**src/rtl/ahb_pkg.sv**
```systemverilog
// ----------------------------------------------------------------------------
// ahb_pkg
// Shared AHB encodings and helpers for the bus arbiter slice.
//   htrans_t    : transfer type of the address-phase owner
//   hburst_t    : burst type of the address-phase owner
//   arb_state_t : arbiter sequencing state
//   burst_beats : beats-1 for fixed-length bursts, 0 for SINGLE/INCR
//   onehot_to_idx : index of a 3-bit one-hot vector (0 when not one-hot)
// ----------------------------------------------------------------------------
package ahb_pkg;

   typedef enum logic [1:0] {
      HT_IDLE   = 2'b00,
      HT_BUSY   = 2'b01,
      HT_NONSEQ = 2'b10,
      HT_SEQ    = 2'b11
   } htrans_t;

   typedef enum logic [2:0] {
      HB_SINGLE = 3'b000,
      HB_INCR   = 3'b001,
      HB_WRAP4  = 3'b010,
      HB_INCR4  = 3'b011,
      HB_WRAP8  = 3'b100,
      HB_INCR8  = 3'b101,
      HB_WRAP16 = 3'b110,
      HB_INCR16 = 3'b111
   } hburst_t;

   typedef enum logic [1:0] {
      ARB    = 2'd0,
      BURST  = 2'd1,
      LOCKED = 2'd2
   } arb_state_t;

   // Remaining beats after the NONSEQ beat; zero means "not a fixed burst".
   function automatic logic [3:0] burst_beats(input logic [2:0] hburst);
      case (hburst)
         HB_WRAP4,  HB_INCR4:  burst_beats = 4'd3;
         HB_WRAP8,  HB_INCR8:  burst_beats = 4'd7;
         HB_WRAP16, HB_INCR16: burst_beats = 4'd15;
         default:              burst_beats = 4'd0;
      endcase
   endfunction

   function automatic logic [1:0] onehot_to_idx(input logic [2:0] oh);
      case (oh)
         3'b010:  onehot_to_idx = 2'd1;
         3'b100:  onehot_to_idx = 2'd2;
         default: onehot_to_idx = 2'd0;
      endcase
   endfunction

endpackage

```
**src/rtl/ahb_arbiter_if.sv**
```systemverilog
// ----------------------------------------------------------------------------
// ahb_arbiter_if
// Arbitration signals shared between the masters and the arbiter.
//   HBUSREQ/HLOCK : per-master request and lock
//   HTRANS/HBURST : transfer and burst type of the current address owner
//   HREADY        : global transfer-done from the slave response mux
//   HGRANT        : one-hot grant
//   HMASTER       : address-phase owner, HMASTER_D : data-phase owner
//   HMASTLOCK     : current address phase is locked
// modport slave is the arbiter side, modport master the requesting side.
// ----------------------------------------------------------------------------
interface ahb_arbiter_if;

   logic [2:0] HBUSREQ;
   logic [2:0] HLOCK;
   logic [1:0] HTRANS;
   logic [2:0] HBURST;
   logic       HREADY;
   logic [2:0] HGRANT;
   logic [1:0] HMASTER;
   logic [1:0] HMASTER_D;
   logic       HMASTLOCK;

   modport slave (
      input  HBUSREQ, HLOCK, HTRANS, HBURST, HREADY,
      output HGRANT, HMASTER, HMASTER_D, HMASTLOCK
   );

   modport master (
      output HBUSREQ, HLOCK, HTRANS, HBURST, HREADY,
      input  HGRANT, HMASTER, HMASTER_D, HMASTLOCK
   );

endinterface

```
**src/rtl/rr_pick3.sv**
```systemverilog
// ----------------------------------------------------------------------------
// rr_pick3
// Combinational round-robin selector for three requesters. The search order
// starts just after the pointer: ptr+1, ptr+2, ptr+3 (mod 3).
//   req        : request vector
//   ptr        : index of the most recently granted requester
//   gnt_onehot : one-hot winner (zero when no request)
//   valid      : at least one request present
// ----------------------------------------------------------------------------
module rr_pick3 (
   input  logic [2:0] req,
   input  logic [1:0] ptr,
   output logic [2:0] gnt_onehot,
   output logic       valid
);

   logic [1:0] idx;

   // Scan from lowest to highest priority so the last hit is the winner.
   always_comb begin
      // NOTE: every output gets a default before any conditional write,
      // otherwise the tool infers a latch for the unassigned paths.
      gnt_onehot = 3'b000;
      idx        = 2'd0;
      for (int k = 3; k >= 1; k--) begin
         idx = 2'((int'(ptr) + k) % 3);
         if (req[idx]) begin
            gnt_onehot      = 3'b000;
            gnt_onehot[idx] = 1'b1;
         end
      end
   end

   assign valid = |req;

endmodule

```
**src/rtl/ahb_arbiter.sv**
```systemverilog
// ----------------------------------------------------------------------------
// ahb_arbiter
// Round-robin arbiter sharing one AHB bus between three masters. Grants are
// re-evaluated every cycle in ARB, frozen for the length of a fixed burst
// (BURST) or while the owner holds its lock (LOCKED).
//   HCLK   : bus clock
//   HRESET : synchronous active-high reset
//   bus    : arbitration interface (slave side)
// ----------------------------------------------------------------------------
module ahb_arbiter
   import ahb_pkg::*;
#(
   parameter int NUM_M = 3,
   parameter int DEF_M = 0
) (
   input logic          HCLK,
   input logic          HRESET,
   ahb_arbiter_if.slave bus
);

   localparam logic [NUM_M-1:0] DEF_GNT = NUM_M'(1 << DEF_M);

   arb_state_t       state;
   logic [3:0]       cnt;
   logic [3:0]       cnt_nxt;
   logic [1:0]       ptr;
   logic [NUM_M-1:0] hgrant;
   logic [1:0]       hmaster;
   logic [1:0]       hmaster_d;
   logic             hmastlock;

   logic [2:0]       pick_gnt;
   logic             pick_valid;
   logic [1:0]       pick_idx;
   logic [1:0]       gnt_idx;
   logic             owner_lock;
   logic             rearb;

   rr_pick3 u_pick (
      .req        (bus.HBUSREQ),
      .ptr        (ptr),
      .gnt_onehot (pick_gnt),
      .valid      (pick_valid)
   );

   assign gnt_idx    = onehot_to_idx(hgrant);
   assign pick_idx   = onehot_to_idx(pick_gnt);
   assign owner_lock = bus.HLOCK[gnt_idx];

   // Beat counter: loaded by a fixed-burst NONSEQ, stepped by accepted SEQ
   // beats, held by BUSY and wait states. A NONSEQ or IDLE inside a burst
   // terminates it; the new NONSEQ is then handled as a fresh ARB transfer.
   always_comb begin
      cnt_nxt = cnt;
      if (bus.HREADY) begin
         case (bus.HTRANS)
            HT_NONSEQ: cnt_nxt = (state == BURST) ? 4'd0 : burst_beats(bus.HBURST);
            HT_SEQ:    if (cnt != 4'd0) cnt_nxt = cnt - 4'd1;
            HT_IDLE:   cnt_nxt = 4'd0;
            default:   cnt_nxt = cnt;
         endcase
      end
   end

   // Re-arbitrate when staying in (or returning to) ARB from ARB or LOCKED.
   // A burst that just finished holds the grant one more cycle, so requests
   // seen on the last-beat edge only count in the following ARB cycle.
   assign rearb = (state != BURST) && !owner_lock && (cnt_nxt == 4'd0);

   always_ff @(posedge HCLK) begin
      if (HRESET) begin
         state     <= ARB;
         cnt       <= 4'd0;
         ptr       <= 2'd0;
         hgrant    <= DEF_GNT;
         hmaster   <= 2'd0;
         hmaster_d <= 2'd0;
         hmastlock <= 1'b0;
      end else begin
         // NOTE: sequential state uses non-blocking assignments so every
         // register samples the pre-edge values (hmaster_d gets old hmaster).
         cnt <= cnt_nxt;

         if (bus.HREADY) begin
            hmaster   <= gnt_idx;
            hmaster_d <= hmaster;
            hmastlock <= owner_lock;
         end

         if (rearb) begin
            hgrant <= pick_valid ? pick_gnt : DEF_GNT;
            if (pick_valid) ptr <= pick_idx;
         end

         case (state)
            ARB: begin
               if (owner_lock)             state <= LOCKED;
               else if (cnt_nxt != 4'd0)   state <= BURST;
            end
            BURST: begin
               if (owner_lock)             state <= LOCKED;
               else if (cnt_nxt == 4'd0)   state <= ARB;
            end
            LOCKED: begin
               if (!owner_lock)            state <= (cnt_nxt != 4'd0) ? BURST : ARB;
            end
            default:                       state <= ARB;
         endcase
      end
   end

   assign bus.HGRANT    = hgrant;
   assign bus.HMASTER   = hmaster;
   assign bus.HMASTER_D = hmaster_d;
   assign bus.HMASTLOCK = hmastlock;

endmodule
```
**src/flat_wrapper.sv**
```systemverilog
// flat-port wrapper written by rule: the top's interface ports become plain ports
module ahb_arbiter_flat import ahb_pkg::*;
#(
   parameter int NUM_M = 3,
   parameter int DEF_M = 0
)
  (HCLK, HRESET, bus_HBUSREQ, bus_HLOCK, bus_HTRANS, bus_HBURST, bus_HREADY, bus_HGRANT, bus_HMASTER, bus_HMASTER_D, bus_HMASTLOCK);
  ahb_arbiter_if bus_i ();
  input logic HCLK;
  input logic HRESET;
  input wire logic [$bits(bus_i.HBUSREQ)-1:0] bus_HBUSREQ;
  input wire logic [$bits(bus_i.HLOCK)-1:0] bus_HLOCK;
  input wire logic [$bits(bus_i.HTRANS)-1:0] bus_HTRANS;
  input wire logic [$bits(bus_i.HBURST)-1:0] bus_HBURST;
  input wire logic [$bits(bus_i.HREADY)-1:0] bus_HREADY;
  output wire logic [$bits(bus_i.HGRANT)-1:0] bus_HGRANT;
  output wire logic [$bits(bus_i.HMASTER)-1:0] bus_HMASTER;
  output wire logic [$bits(bus_i.HMASTER_D)-1:0] bus_HMASTER_D;
  output wire logic [$bits(bus_i.HMASTLOCK)-1:0] bus_HMASTLOCK;
  assign bus_i.HBUSREQ = bus_HBUSREQ;
  assign bus_i.HLOCK = bus_HLOCK;
  assign bus_i.HTRANS = bus_HTRANS;
  assign bus_i.HBURST = bus_HBURST;
  assign bus_i.HREADY = bus_HREADY;
  assign bus_HGRANT = bus_i.HGRANT;
  assign bus_HMASTER = bus_i.HMASTER;
  assign bus_HMASTER_D = bus_i.HMASTER_D;
  assign bus_HMASTLOCK = bus_i.HMASTLOCK;
  ahb_arbiter #(.NUM_M(NUM_M), .DEF_M(DEF_M)) u_core (.HCLK(HCLK), .HRESET(HRESET), .bus(bus_i));
endmodule
```
**config.mk**
```make
export PLATFORM = sky130hd
export DESIGN_NAME = ahb_arbiter_flat
export DESIGN_NICKNAME = d
export VERILOG_FILES = /design/src/rtl/ahb_pkg.sv /design/src/rtl/ahb_arbiter_if.sv /design/src/rtl/rr_pick3.sv /design/src/rtl/ahb_arbiter.sv /design/src/flat_wrapper.sv
export SDC_FILE = /design/constraint.sdc
export NUM_CORES = 1
export LEC_CHECK = 0
export CAP_MARGIN = 20
export CORE_MARGIN = 1
export CORE_UTILIZATION = 51
export CTS_BUF_LIST = sky130_fd_sc_hd__clkbuf_8
export DETAILED_ROUTE_END_ITERATION = 8
export PLACE_DENSITY = 0.84
export SETUP_SLACK_MARGIN = 0.5
export SYNTH_ARGS = -nofsm -noshare
export SYNTH_HDL_FRONTEND = slang
export SYNTH_SLANG_ARGS = --single-unit
```
**constraint.sdc**
```tcl
create_clock -name HCLK -period 4.2 [get_ports HCLK]
set_clock_uncertainty 0.05 [all_clocks]
set_input_delay 0.84 -clock HCLK [delete_from_list [all_inputs] [get_ports HCLK]]
set_output_delay 0.84 -clock HCLK [all_outputs]
set_load 0.05 [all_outputs]
```
==> results by group <==
Placement
  – Final HPWL DP: 1970 um
  – Placer Congestion: 0.910
  – Port bufs: 20

Setup path
  – Reg2reg path depth: 8
  – Crit end category: register
  – Worst-path cell chain: clkdlybuf4s50_1 -> o311ai_1 -> a22oi_2 -> nand3_2 -> nor3_2 -> mux2_2
  – WS Path Type: input pin to register
  – CP delay by family, top: buffers and inverters
  – Crit-path slowest cell: clkdlybuf4s50_1
  – Total stage count of the critical path: 6
  – Buf+Inv Stages, Crit Path: 1
  – Slowest stage delay, CP: 0.75 ns
  – Critical path data arrival time: 2.95 ns
  – Crit path max fanout: 9
  – Worst Path Required: 4.28 ns
  – Nature of the critical path startpoint: input pin

GRT
  – Vias in the first global route: 1013
  – GRT Overall Usage: 23.2%
  – Global-route congestion overflow total: 0
  – First-pass GRT wire length: 4360 um
  – Pin count of the biggest net entering global routing: 16
  – Antenna violations before repair: 0

Clock network
  – Clock transition at path regs: 0.06 ns
  – CTS root buf: clkbuf_8
  – Clock buffer depth: 2
  – Postcts setup bufs: 0
  – H-tree depth: 1
  – Post-CTS Resized: 0
  – Number of CTS-inserted buffers: 3
  – Clock sink count: 16
  – # hold bufs at CTS: 0
  – TritonCTS clock tree: done
  – Worst skew pair latency: 0.25 ns

STA
  – TNS Setup: 0 ns
  – Final Hold Fails: 0
  – Final period util: 68.2%
  – Final setup viols: 0
  – Final Max Tran Viols: 0
  – Hold WS: 0.443 ns
  – Fin crit period: 2.87 ns
  – Worst Tran Pin Value: 0.567 ns
  – RSZ-0062 raised after global routing: no
  – FMAX: 349 MHz
  – Slew margin rel.: 62.1%

Logic synthesis
  – FFs w/ async S/R, synth: 0%
  – Synthesis Warnings: 0
  – FF+latch count, synth: 16
  – Largest family of logic cells by synthesized area: simple AND/OR/NAND/NOR gates
  – Seq/Total Area, Yosys: 28.8%
  – Post-Synth Adder-Cell Area: 5.63%
  – Compound-Gate Fraction of Synth Area: 20.7%
  – Top FF cell, synth: dfxtp_1
  – EDFF count, synth: 0
  – Syn_nets: 156
  – Multiplexer area fraction after synthesis: 9.12%
  – Synth Area per Inst: 8.11 sq um
  – Synth area leaders: dfxtp_1 (29%), mux2i_1 (8.1%), ha_1 (5.6%)
  – XOR/XNOR Fraction of Synth Area: 0%
  – Mapped Area: 1110 sq um
  – Synth Instances: 137
  – Post-synth top area cell: dfxtp_1
  – Synth cell types: 43
  – Post-Synth Simple-Gate Area: 30.7%
  – Yosys top cell area share: 28.8%

Floorplanning
  – Initial core utilization: 55.5%
  – Core area: 2000 sq um
  – Die Height: 48.7 um
  – I/O Pins: 22
  – Die area: 2370 sq um
  – Die width: 48.7 um
  – Std cell rows: 16

Final layout
  – Layout cell share with drive strength beyond 1: 7.10%
  – Final Util: 68.2%
  – Nets: 176
  – Ant. Diodes: 0
  – Area growth from synthesis to layout: 22.9%

Detailed routing
  – First-pass DRT Iterations: 4
  – Total number of vias: 1097
  – Residual DRC count: 0
  – Post-Route WL: 2620 um
  – Drt via density: 6.03
  – Initial DRC Count: 53
  – DR WL/cell: 14.4 um
  – Number of routed nets with antenna violations: 0

Pwr
  – Seq pwr share: 39.8%
  – Clock power frac: 25.4%
  – PwrDens: 319 nW/um^2
  – Int Power: 0.290 mW
  – Final Power: 0.435 mW
  – Peak VDD IR: 0.358 mV
  – Psw: 0.145 mW
  – Pleak: 0.523 nW
  – Sw Ratio: 33.4%
  – Comb pwr share: 34.9%

Hold path
  – HP Class: register to register
  – Hold depth: 2

Run
  – Max Cap Viol: 0

Run status
  – Status: complete, no violations
==> Yosys cell counts (2+ instances only) <==
cell type  number
dfxtp_1        16
nor2_1         16
inv_1           9
mux2i_1         9
nand2_1         9
nand2b_1        7
nor3_1          6
a21oi_1         5
ha_1            5
nand3b_1        5
o21ai_0         5
clkbuf_1        3
o22a_1          3
o22ai_1         3
o32ai_1         3
a22oi_1         2
buf_2           2
nand3_1         2
nor2b_1         2
nor4b_1         2
==> power by group through the flow <==
stage               clock, mW  sequential, mW  combinational, mW
floorplan                   0           0.193             0.0880
global placement            0           0.175              0.144
detailed placement          0           0.176              0.150
CTS                     0.113           0.173              0.151
global route            0.119           0.174              0.166
finish                  0.110           0.173              0.152
==> worst paths after layout <==
kind	startpoint	to	slack [ns]
max	bus_HREADY	u_core.ptr[1]$_SDFFE_PP0P_	1.33
min	u_core.bus.HMASTER_D[1]$_SDFFE_PP0P_	u_core.bus.HMASTER_D[1]$_SDFFE_PP0P_	0.44
max reg2reg	u_core.ptr[0]$_SDFFE_PP0P_	u_core.ptr[1]$_SDFFE_PP0P_	1.92
min reg2reg	u_core.bus.HMASTER_D[1]$_SDFFE_PP0P_	u_core.bus.HMASTER_D[1]$_SDFFE_PP0P_	0.44
==> cell usage in the layout, fill, tap and decap left out, types with 2 or more instances in the layout <==
cell             Yosys  layout
o22ai_1              3       3
clkdlybuf4s50_1      0      20
o21ai_0              5       5
a21oi_1              5       5
nand2_1              9       9
nor2b_1              2       2
nor2_1              16      16
a22oi_1              2       2
clkbuf_8             0       3
mux2i_1              9       9
nor3_1               6       6
o32ai_1              3       3
nand2b_1             7       7
ha_1                 5       5
nor4b_1              2       2
nand3b_1             5       5
inv_1                9       9
dfxtp_1             16      16
o22a_1               3       3
nand3_1              2       2
==> layer usage <==
layer | GRT usage, % | wire, um | vias up
met2 | 39.8 | 1340 | 39
met3 | 4.09 | 115 | 7
met1 | 28.4 | 1120 | 511
li1 | - | - | 540
met4 | 9.80 | 44 | 0
met5 | 0 | 0 | -
==> kinds of logic (layout without fill, tap and decap cells) <==
family | count (synthesis) | count (layout)
simple gates | 60 | 60
buf+inv | 14 | 32
mux | 10 | 10
fa+ha+maj | 5 | 5
flops | 16 | 16
compound gates | 32 | 32
==> worst min-delay path: stages (launching register included) <==
cell and delay (ns):
dfxtp_1 0.32, mux2i_1 0.06, nor2_1 0.07
==> sequential cells by signal, indices dropped and copies added, names as in the netlist <==
register              cells
u_core.bus.HMASTER        2
u_core.ptr                2
u_core.bus.HGRANT         3
u_core.state              2
u_core.bus.HMASTER_D      2
u_core.cnt                4
u_core.bus.HMASTLOCK      1
==> stage by stage <==
| stage | area, sq um | std cells | worst slack (ns) |
|---|---|---|---|
| global placement | 1320 | 179 | 1.18 |
| finish | 1370 | 182 | 1.33 |
| CTS | 1370 | 182 | 1.32 |
| detailed placement | 1320 | 179 | 1.07 |
| floorplan | 1110 | 137 | 1.92 |
| global route | 1370 | 182 | 1.21 |
==> layout make-up <==
class                   count  area [sq um]
clock buffers               3          41.3
repair buffers             20           200
inverters                   9          33.8
multi-input cells         107           736
flip-flops and latches     16           320
fillers                   171           637
well taps                  27          33.8
No activity file was read; power rests on OpenSTA's default activity.
